## src/rtl/exe_pkg.sv

```systemverilog
// Shared EXE-stage definitions for the iterative multiplier: operand width,
// op encodings, FSM state type and iteration counter type.
package exe_pkg;

   localparam int unsigned MUL_W   = 32;
   localparam int unsigned REG_AW  = 5;
   localparam int unsigned SHIFT_W = 6;

   localparam logic MUL_OP_LO = 1'b0;
   localparam logic MUL_OP_HI = 1'b1;

   typedef enum logic [1:0] {
      IDLE,
      BUSY,
      DONE,
      FAST
   } mul_state_t;

   // Wide enough for the longest run, 32 iterations at one bit per cycle.
   typedef logic [$clog2(MUL_W+1)-1:0] mul_iter_cnt_t;

endpackage

```

## src/rtl/mul_iter_if.sv

```systemverilog
// Issue/writeback bus between the EXE issue logic and the iterative multiplier.
interface mul_iter_if;
   import exe_pkg::*;

   logic                mul_en_in;
   logic                mul_op;
   logic                mul_sign;
   logic [MUL_W-1:0]    mul_sr0;
   logic [MUL_W-1:0]    mul_sr1;
   logic [REG_AW-1:0]   mul_addr_in;
   logic                mul_en_out;
   logic                stall_because_mul;
   logic [MUL_W-1:0]    mul_result;
   logic [REG_AW-1:0]   mul_addr_out;

   modport master (
      output mul_en_in, mul_op, mul_sign, mul_sr0, mul_sr1, mul_addr_in,
      input  mul_en_out, stall_because_mul, mul_result, mul_addr_out
   );

   modport slave (
      input  mul_en_in, mul_op, mul_sign, mul_sr0, mul_sr1, mul_addr_in,
      output mul_en_out, stall_because_mul, mul_result, mul_addr_out
   );

endinterface

```

## src/rtl/mul_step.sv

```systemverilog
// One shift-add step: adds mcand * digit, shifted into place, to the
// 64-bit unsigned accumulator.
module mul_step
   import exe_pkg::*;
#(
   parameter int unsigned BPC = 2
) (
   input  logic [2*MUL_W-1:0] acc,
   input  logic [MUL_W-1:0]   mcand,
   input  logic [BPC-1:0]     mplr_digit,
   input  logic [SHIFT_W-1:0] shift,
   output logic [2*MUL_W-1:0] acc_nxt
);

   logic [MUL_W+BPC-1:0] pp;

   always_comb begin
      pp      = {{BPC{1'b0}}, mcand} * {{MUL_W{1'b0}}, mplr_digit};
      acc_nxt = acc + ({{(MUL_W-BPC){1'b0}}, pp} << shift);
   end

endmodule

```

## src/rtl/mul_iter.sv

```systemverilog
// Iterative 32x32 multiplier: unsigned shift-add on operand magnitudes,
// BPC multiplier bits per cycle, sign applied to the 64-bit product at the end.
module mul_iter
   import exe_pkg::*;
#(
   parameter int unsigned BPC = 2
) (
   input  logic       clk,
   input  logic       rstn,
   mul_iter_if.slave  bus
);

   localparam mul_iter_cnt_t N = mul_iter_cnt_t'(MUL_W / BPC);

   mul_state_t          state;
   mul_iter_cnt_t       cnt;
   logic [MUL_W-1:0]    mcand;
   logic [MUL_W-1:0]    mplr;
   logic [2*MUL_W-1:0]  acc;
   logic [2*MUL_W-1:0]  acc_nxt;
   logic [2*MUL_W-1:0]  prod;
   logic [SHIFT_W-1:0]  shift;
   logic                neg;
   logic                op;
   logic [REG_AW-1:0]   addr;
   logic [MUL_W-1:0]    mag0;
   logic [MUL_W-1:0]    mag1;
   logic                zero_opnd;

   // 0x80000000 negates to itself, which read unsigned is exactly 2^31.
   always_comb begin
      mag0      = (bus.mul_sign && bus.mul_sr0[MUL_W-1]) ? -bus.mul_sr0 : bus.mul_sr0;
      mag1      = (bus.mul_sign && bus.mul_sr1[MUL_W-1]) ? -bus.mul_sr1 : bus.mul_sr1;
      zero_opnd = (bus.mul_sr0 == '0) || (bus.mul_sr1 == '0);
      prod      = neg ? -acc : acc;
   end

   mul_step #(
      .BPC (BPC)
   ) u_step (
      .acc        (acc),
      .mcand      (mcand),
      .mplr_digit (mplr[BPC-1:0]),
      .shift      (shift),
      .acc_nxt    (acc_nxt)
   );

   always_ff @(posedge clk) begin
      if (!rstn) begin
         state                 <= IDLE;
         cnt                   <= '0;
         mcand                 <= '0;
         mplr                  <= '0;
         acc                   <= '0;
         shift                 <= '0;
         neg                   <= 1'b0;
         op                    <= 1'b0;
         addr                  <= '0;
         bus.mul_en_out        <= 1'b0;
         bus.stall_because_mul <= 1'b0;
         bus.mul_result        <= '0;
         bus.mul_addr_out      <= '0;
      end else begin
         bus.mul_en_out <= 1'b0;
         case (state)
            IDLE: begin
               if (bus.mul_en_in) begin
                  mcand <= mag0;
                  mplr  <= mag1;
                  neg   <= bus.mul_sign & (bus.mul_sr0[MUL_W-1] ^ bus.mul_sr1[MUL_W-1]);
                  op    <= bus.mul_op;
                  addr  <= bus.mul_addr_in;
                  acc   <= '0;
                  shift <= '0;
                  cnt   <= N;
                  state <= zero_opnd ? FAST : BUSY;
               end
            end
            BUSY: begin
               acc                   <= acc_nxt;
               mplr                  <= mplr >> BPC;
               shift                 <= shift + SHIFT_W'(BPC);
               cnt                   <= cnt - 1'b1;
               bus.stall_because_mul <= 1'b1;
               if (cnt == mul_iter_cnt_t'(1)) state <= DONE;
            end
            DONE: begin
               bus.mul_result        <= (op == MUL_OP_HI) ? prod[2*MUL_W-1:MUL_W] : prod[MUL_W-1:0];
               bus.mul_addr_out      <= addr;
               bus.mul_en_out        <= 1'b1;
               bus.stall_because_mul <= 1'b0;
               state                 <= IDLE;
            end
            FAST: begin
               bus.mul_result   <= '0;
               bus.mul_addr_out <= addr;
               bus.mul_en_out   <= 1'b1;
               state            <= IDLE;
            end
            default: state <= IDLE;
         endcase
      end
   end

endmodule
```

## src/flat_wrapper.sv

```systemverilog
// flat-port wrapper written by rule: the top's interface ports become plain ports
module mul_iter_flat import exe_pkg::*;
#(
   parameter int unsigned BPC = 2
)
  (clk, rstn, bus_mul_en_in, bus_mul_op, bus_mul_sign, bus_mul_sr0, bus_mul_sr1, bus_mul_addr_in, bus_mul_en_out, bus_stall_because_mul, bus_mul_result, bus_mul_addr_out);
  mul_iter_if bus_i ();
  input  logic clk;
  input  logic rstn;
  input wire logic [$bits(bus_i.mul_en_in)-1:0] bus_mul_en_in;
  input wire logic [$bits(bus_i.mul_op)-1:0] bus_mul_op;
  input wire logic [$bits(bus_i.mul_sign)-1:0] bus_mul_sign;
  input wire logic [$bits(bus_i.mul_sr0)-1:0] bus_mul_sr0;
  input wire logic [$bits(bus_i.mul_sr1)-1:0] bus_mul_sr1;
  input wire logic [$bits(bus_i.mul_addr_in)-1:0] bus_mul_addr_in;
  output wire logic [$bits(bus_i.mul_en_out)-1:0] bus_mul_en_out;
  output wire logic [$bits(bus_i.stall_because_mul)-1:0] bus_stall_because_mul;
  output wire logic [$bits(bus_i.mul_result)-1:0] bus_mul_result;
  output wire logic [$bits(bus_i.mul_addr_out)-1:0] bus_mul_addr_out;
  assign bus_i.mul_en_in = bus_mul_en_in;
  assign bus_i.mul_op = bus_mul_op;
  assign bus_i.mul_sign = bus_mul_sign;
  assign bus_i.mul_sr0 = bus_mul_sr0;
  assign bus_i.mul_sr1 = bus_mul_sr1;
  assign bus_i.mul_addr_in = bus_mul_addr_in;
  assign bus_mul_en_out = bus_i.mul_en_out;
  assign bus_stall_because_mul = bus_i.stall_because_mul;
  assign bus_mul_result = bus_i.mul_result;
  assign bus_mul_addr_out = bus_i.mul_addr_out;
  mul_iter #(.BPC(BPC)) u_core (.clk(clk), .rstn(rstn), .bus(bus_i));
endmodule
```

## config.mk

```make
export PLATFORM = sky130hd
export DESIGN_NAME = mul_iter_flat
export DESIGN_NICKNAME = d
export VERILOG_FILES = /design/src/rtl/exe_pkg.sv /design/src/rtl/mul_iter_if.sv /design/src/rtl/mul_step.sv /design/src/rtl/mul_iter.sv /design/src/flat_wrapper.sv
export SDC_FILE = /design/constraint.sdc
export NUM_CORES = 1
export LEC_CHECK = 0
export CORE_MARGIN = 1
export CORE_UTILIZATION = 60
export CTS_BUF_LIST = sky130_fd_sc_hd__clkbuf_4
export DETAILED_ROUTE_END_ITERATION = 8
export GPL_TIMING_DRIVEN = 0
export PLACE_DENSITY = 0.77
export SETUP_SLACK_MARGIN = 0.4
export SYNTH_ARGS = -nofsm -noshare
export SYNTH_HDL_FRONTEND = slang
export SYNTH_SLANG_ARGS = --single-unit
```

## constraint.sdc

```tcl
create_clock -name clk -period 9.6 [get_ports clk]
set_input_delay 2.4 -clock clk [delete_from_list [all_inputs] [get_ports clk]]
set_output_delay 2.4 -clock clk [all_outputs]
set_load 0.01 [all_outputs]
```

; After elaboration in Yosys (flattened, before gate mapping)
; Cells that the tools add are included.
[word_totals]
ff_bits = 188
in_bits = 74
output_inout_bits = 39
wordCells = 61
[op_classes]
add_sub_neg = 6
n_mul = 1
eq_ne = 6
shift = 1
muxes = 19
n_bitwise = 2
reduce_logical = 13
[op_table]
columns = op, count
row1 = 32-bit two-way mux, 4
row2 = 64-bit two-way mux, 2
row3 = 32-bit one-hot mux with 2 select lines, 2
row4 = 64-bit one-hot mux with 2 select lines, 1
row5 = 64-bit adder, 1
row6 = 32-bit zero test, 2
row7 = 32-bit negator, 2
row8 = 64-bit negator, 1
row9 = 34-bit by 6-bit left shift with 64-bit output, 1
row10 = 32-bit by 2-bit multiplier with 34-bit output, 1
row11 = 6-bit one-hot mux with 2 select lines, 2
row12 = 6-bit two-way mux, 2
row13 = "6-bit by 2-bit adder with 6-bit output, second input constant", 1
row14 = "6-bit by 1-bit == test with 1-bit output, second input constant", 1
row15 = 2-bit two-way mux, 3
row16 = 2-bit one-hot mux with 3 select lines, 1
row17 = 2-bit AND reduction, 3
row18 = 2-bit nonzero test, 3
row19 = "6-bit by 1-bit subtractor with 6-bit output, second input constant", 1
row20 = "2-bit == test, second input constant", 2
row21 = "2-bit by 1-bit == test with 1-bit output, second input constant", 1
row22 = 1-bit logical AND, 2
row23 = 2-bit zero test, 1
row24 = "2-bit by 1-bit != test with 1-bit output, second input constant", 1
row25 = 7 further kinds, 7

; Depth between registers and ports, before layout
; Gate-level depths: netlist (run 1).
[depth]
depth_word = 5
depth_mapped = 30
mapped_depth_nobuf = 27

; Modules after synthesis
; Synthesis (run 1) repeated with hierarchy kept, for this count alone.
[unflattened]
cells_unflattened = 2628
area_unflattened_um2 = 19202.2
[by_module_without_submodules]
columns = mod, instances, cells_each, area_each_um2, seq_area_each_um2
row1 = mul_iter, 1, 1296, 10268.6, 3743.6
row2 = mul_step, 1, 1332, 8933.6, 0.0

; Least setup slack after synthesis (run 1)
; Ideal clock, no wire load.
[synth_timing]
path_kind = reg2reg
from = register u_core.mplr[0]
to = register u_core.acc[63]
setup_time_ps = 115
arrival_time_ps = 6407
required_time_ps = 9485
setup_slack_ps = 3078
path_stages_with_launch = 29
path_buffers = 4
period_less_slack_ps = 6522
path_cell_list = dfxtp_1 > clkbuf_1 > clkbuf_1 > and2_1 > ha_1 > buf_2 > a21oi_1 > o21ai_0 > a311oi_1 > o311ai_1 > o211a_1 > o31ai_1 > a21oi_1 > or2_2 > mux4_2 > o21ai_0 > nor2_1 > ha_1 > clkbuf_1 > nand4_1 > or4_1 > nor3_1 > a21oi_1 > o41a_1 > o31a_1 > a31oi_1 > and3_1 > o32ai_1 > a21bo_2
[synth_between]
elab_chain_len = 4
[synth_rtl]
columns = element, line_no
row1 = from (decl), mul_iter.sv:18  ; logic [MUL_W-1:0] mplr;
row2 = from (signal assigned), mul_iter.sv:69  ; mplr <= mag1;
row3 = from (signal assigned), mul_iter.sv:81  ; mplr <= mplr >> BPC;
row4 = 32-bit by 2-bit multiplier with 34-bit output, mul_step.sv:18  ; pp = {{BPC{1'b0}}, mcand} * {{MUL_W{1'b0}}, mplr_digit};
row5 = 34-bit by 6-bit left shift with 64-bit output, mul_step.sv:19  ; acc_nxt = acc + ({{(MUL_W-BPC){1'b0}}, pp} << shift);
row6 = 64-bit adder, mul_step.sv:19
row7 = 64-bit one-hot mux with 2 select lines, mul_iter.sv:65  ; case (state)
row8 = to (signal assigned), mul_iter.sv:80  ; acc <= acc_nxt;
row9 = to (decl), mul_iter.sv:19  ; logic [2*MUL_W-1:0] acc;
; No other way between the ends.
; A chain may end at the register's enable or synchronous reset.

; Worst setup path in the final report (run 1)
[layout_timing]
from = register u_core.mplr[0]
to = register u_core.acc[62]
; Same word-level chain as after synthesis.

==> key figures, run 1 <==
Clock network
  – H-tree depth: 4
  – CTS tree: done
  – Worst-Skew Late Latency: slightly below 0.7 ns
  – Num CTS Buffers: 17
  – Setup bufs post-CTS: 0
  – Root buf cell: clkbuf_4
  – Reg clk slew, reported paths: about 0.2 ns
  – Clock Path Buffers: 2
  – Clock Sinks: 187

STA
  – Setup ws final: between 1 and 1.5 ns
  – RSZ-0062 raised after global routing: no
  – TNS Setup: 0 ns
  – Worst slew pin tran: between 1 and 1.5 ns
  – Final setup fails: 0
  – Slew headroom: 0.204
  – Fmax: roughly 120 MHz
  – Tcrit/Tclk final: 0.888
  – Hold Fails Final Rpt: 0
  – Clock Skew: about 0.038 ns
  – Max Slew Vio Count: 0
  – Min cycle time layout: ~8.5 ns

Finish
  – Commonest non-fill, non-tap cell in the layout: nand2_1
  – Layout Nets: 2858
  – Layout cell share with drive strength beyond 1: 0.0353
  – Design area: about 0.020 mm²
  – Synth-to-layout area growth: 10.5%
  – Post-Layout Cell Count: approximately 3100
  – Storage cell area: between 0.003 and 0.004 mm²
  – Most frequent cells in the layout: nand2_1 (300), nor2_1 (297), a21oi_1 (242), o21ai_0 (189), dfxtp_1 (187)
  – Area of the multi-input gates: 0.0135 mm²
  – Number of fill cells in the layout: around 2700

Global routing
  – Grt ovf: 0
  – Vias in the first global route: 19000
  – All-Layer GR Usage: 0.426
  – Largest net degree at the start of global routing: 19
  – Initial antenna violation count: 2
  – First-pass GRT wire length: roughly 100000 µm

Synthesis
  – Syn Inst Count: 2546
  – Post-synthesis sequential area ratio: 0.207
  – Synthesized cell area: about 0.018 mm²
  – FFs w/ async S/R, synth: 0
  – Synth Warn #: 0
  – Most used DFF post-synth: dfxtp_1
  – Number of enable flip-flop cells after synthesis: 0
  – Netlist cell types: 88
  – Post-synth top area cell: dfxtp_1
  – Syn Area/Cell: around 7.1 µm²
  – Area fraction of the dominant cell type after synthesis: 0.207
  – Dominant cells by area after synthesis: dfxtp_1 (21%), ha_1 (7.3%), a21oi_1 (6.7%), nand2_1 (6.2%), nor2_1 (6.2%)
  – #FFs+latches synth: between 150 and 200
  – Synth Net Count: about 2700

Route
  – Antenna-violating nets left: 0
  – Final WL: 67100 µm
  – Met1 WL: 26300 µm
  – WL/cell: 21.8 µm
  – Vias: approximately 20000
  – Residual DRC count: 16
  – Met3 routed WL: 6160 µm
  – Top layer in use: met4
  – Vias per inst: about 6.7
  – DRT Pass-1 Iters: 9
  – Initial DRC Count: roughly 2400
  – Met2 routed wirelength: slightly below 30000 µm

Critical path
  – Data arrival, critical path: 9.10 ns
  – Worst path top cell family by delay: compound AO/OA/AOI/OAI gates
  – Slowest-stage cell, CP: a2111oi_1
  – Critical path's largest stage delay: 0.79 ns
  – CP startpoint kind: register
  – Worst setup path category: reg -> reg
  – Required time worst endpoint: roughly 10 ns
  – CP Capture Type: register
  – Crit path max fanout: 10
  – Buf/Inv on CP: 5

Floorplanning
  – Rows: between 60 and 70
  – Boundary Pins: approximately 110
  – Die Footprint: 0.0308 mm²
  – Die H: 176 µm
  – Core Area: between 0.02 and 0.03 mm²
  – Initial cell density of the core: 0.610
  – Die Wd: 176 µm

Place
  – Post-detail-place hpwl: approximately 53000 µm
  – I/O Buffers: between 100 and 150
  – Placement Setup Slack: 1.19 ns
  – Placed cell count: just over 3000
  – Final RePlAce weighted congestion: about 1.0
  – Placed cell areas: 0.0197 mm²

Power and ir drop
  – Total Power: between 0.002 and 0.0025 W
  – PwrDens: between 100 and 150 mW/mm²
  – Max VDD drop: 0.000187 V
  – Pleak: approximately 8 nW

Outcome
  – Failing checks: design-rule violations
  – Outcome: finished, violations left

Min path
  – Hold Path Class: reg -> reg

Job
  – Max cap viols: 0
-- Yosys cell counts (all sizes together) (25+ instances only) --
library cell / n
dfxtp: 187
a22oi: 46
nand2: 301
a211oi: 55
a21o: 60
nand4: 25
xnor2: 94
nor2: 297
ha: 105
nand2b: 28
mux2i: 31
clkbuf: 144
nor3: 52
xor2: 76
o31ai: 32
or3: 31
and2: 83
a21oi: 242
o21ai: 196
inv: 52
nand3: 51
-- kinds of logic (layout without fill, tap and decap cells) --
| group | after synthesis | after routing | share of synthesized area |
|---|---|---|---|
| compound gates | 828 | 828 | 0.292 |
| xor+xnor | 170 | 170 | 0.0823 |
| fa+ha+maj | 107 | 107 | 0.0748 |
| buf+inv | 218 | 361 | 0.0454 |
| flops | 187 | 187 | 0.207 |
| mux | 58 | 58 | 0.0433 |
| other cells | 0 | 2 | 0 |
| simple gates | 978 | 978 | 0.255 |
-- power breakdown --
group,internal [W],leakage (nW),switching [W]
Combinational,0.000345,6.47,0.000702
Sequential,0.000841,1.52,0.0000584
Clock,0.000143,0.154,0.000331
Total,0.00133,8.15,0.00109
-- layer usage --
| layer | vias to the layer above | global-route usage |
|---|---|---|
| li1 | 9499 | - |
| met1 | 9573 | 0.513 |
| met2 | 1231 | 0.680 |
| met3 | 296 | 0.0840 |
| met4 | 0 | 0.299 |
| met5 | - | 0 |
-- flip-flops by register name, indices dropped and copies added, names as in the netlist --
name	count
u_core.shift	5
u_core.mplr	32
u_core.state	2
u_core.addr	5
u_core.bus.mul_result	32
u_core.bus.stall_because_mul	1
u_core.bus.mul_en_out	1
u_core.acc	64
u_core.mcand	32
u_core.neg	1
u_core.op	1
u_core.cnt	6
u_core.bus.mul_addr_out	5
-- final timing paths --
check,from,to,slack [ns],depth (start not counted)
worst min-delay path,u_core.bus.mul_result[25],u_core.bus.mul_result[25],0.46,2
worst min register to register,u_core.bus.mul_result[25],u_core.bus.mul_result[25],0.46,2
worst max-delay path,u_core.mplr[0],u_core.acc[62],1.07,27
worst max register to register,u_core.mplr[0],u_core.acc[62],1.07,27
-- stage by stage --
stage | hold WS [ns] | util
floorplan | 0.432 | -
global placement | 0.435 | 0.665
detailed placement | 0.444 | 0.665
CTS | 0.464 | 0.674
global route | 0.472 | 0.674
finish | 0.462 | 0.674
-- area by class of cell --
class                   instances  share of cell area
multi-input cells            2141               0.677
flip-flops and latches        187               0.187
repair buffers                112              0.0561
plain buffers                 162              0.0306
well taps                     390              0.0244
inverters                      56              0.0105
clock inverters                13             0.00732
clock buffers                  18             0.00676
diodes                          2            0.000250
-- repair_timing --
item,in CTS,in global routing
resized for setup,0,1
endpoints found under the setup margin,0,1
hold buffers,0,0
-- worst register-to-register path, cell delays in order (launching register included) --
cell,delay (ns)
dfxtp_1,0.35
clkbuf_1,0.46
clkbuf_1,0.33
and2_1,0.18
ha_1,0.21
buf_2,0.18
a21oi_1,0.25
o21ai_0,0.18
a311oi_1,0.66
o311ai_1,0.34
o211a_1,0.34
or4_1,0.53
a21oi_1,0.15
a211oi_1,0.08
o21a_1,0.17
mux4_2,0.51
o21ai_0,0.33
ha_1,0.18
clkbuf_1,0.26
nand2_1,0.13
nor3_1,0.29
inv_1,0.12
a2111oi_1,0.79
o21ai_1,0.35
o31a_1,0.45
o311ai_1,0.36
xnor2_1,0.16
o21ai_0,0.08
Power figures use the tool's default switching activity.
==> run 2, diff against run 1 <==
- TNS_END_PERCENT: unset -> 10
==> results of run 2 <==
Same layout as run 1: the final DEF is identical, and so are final timing and power.
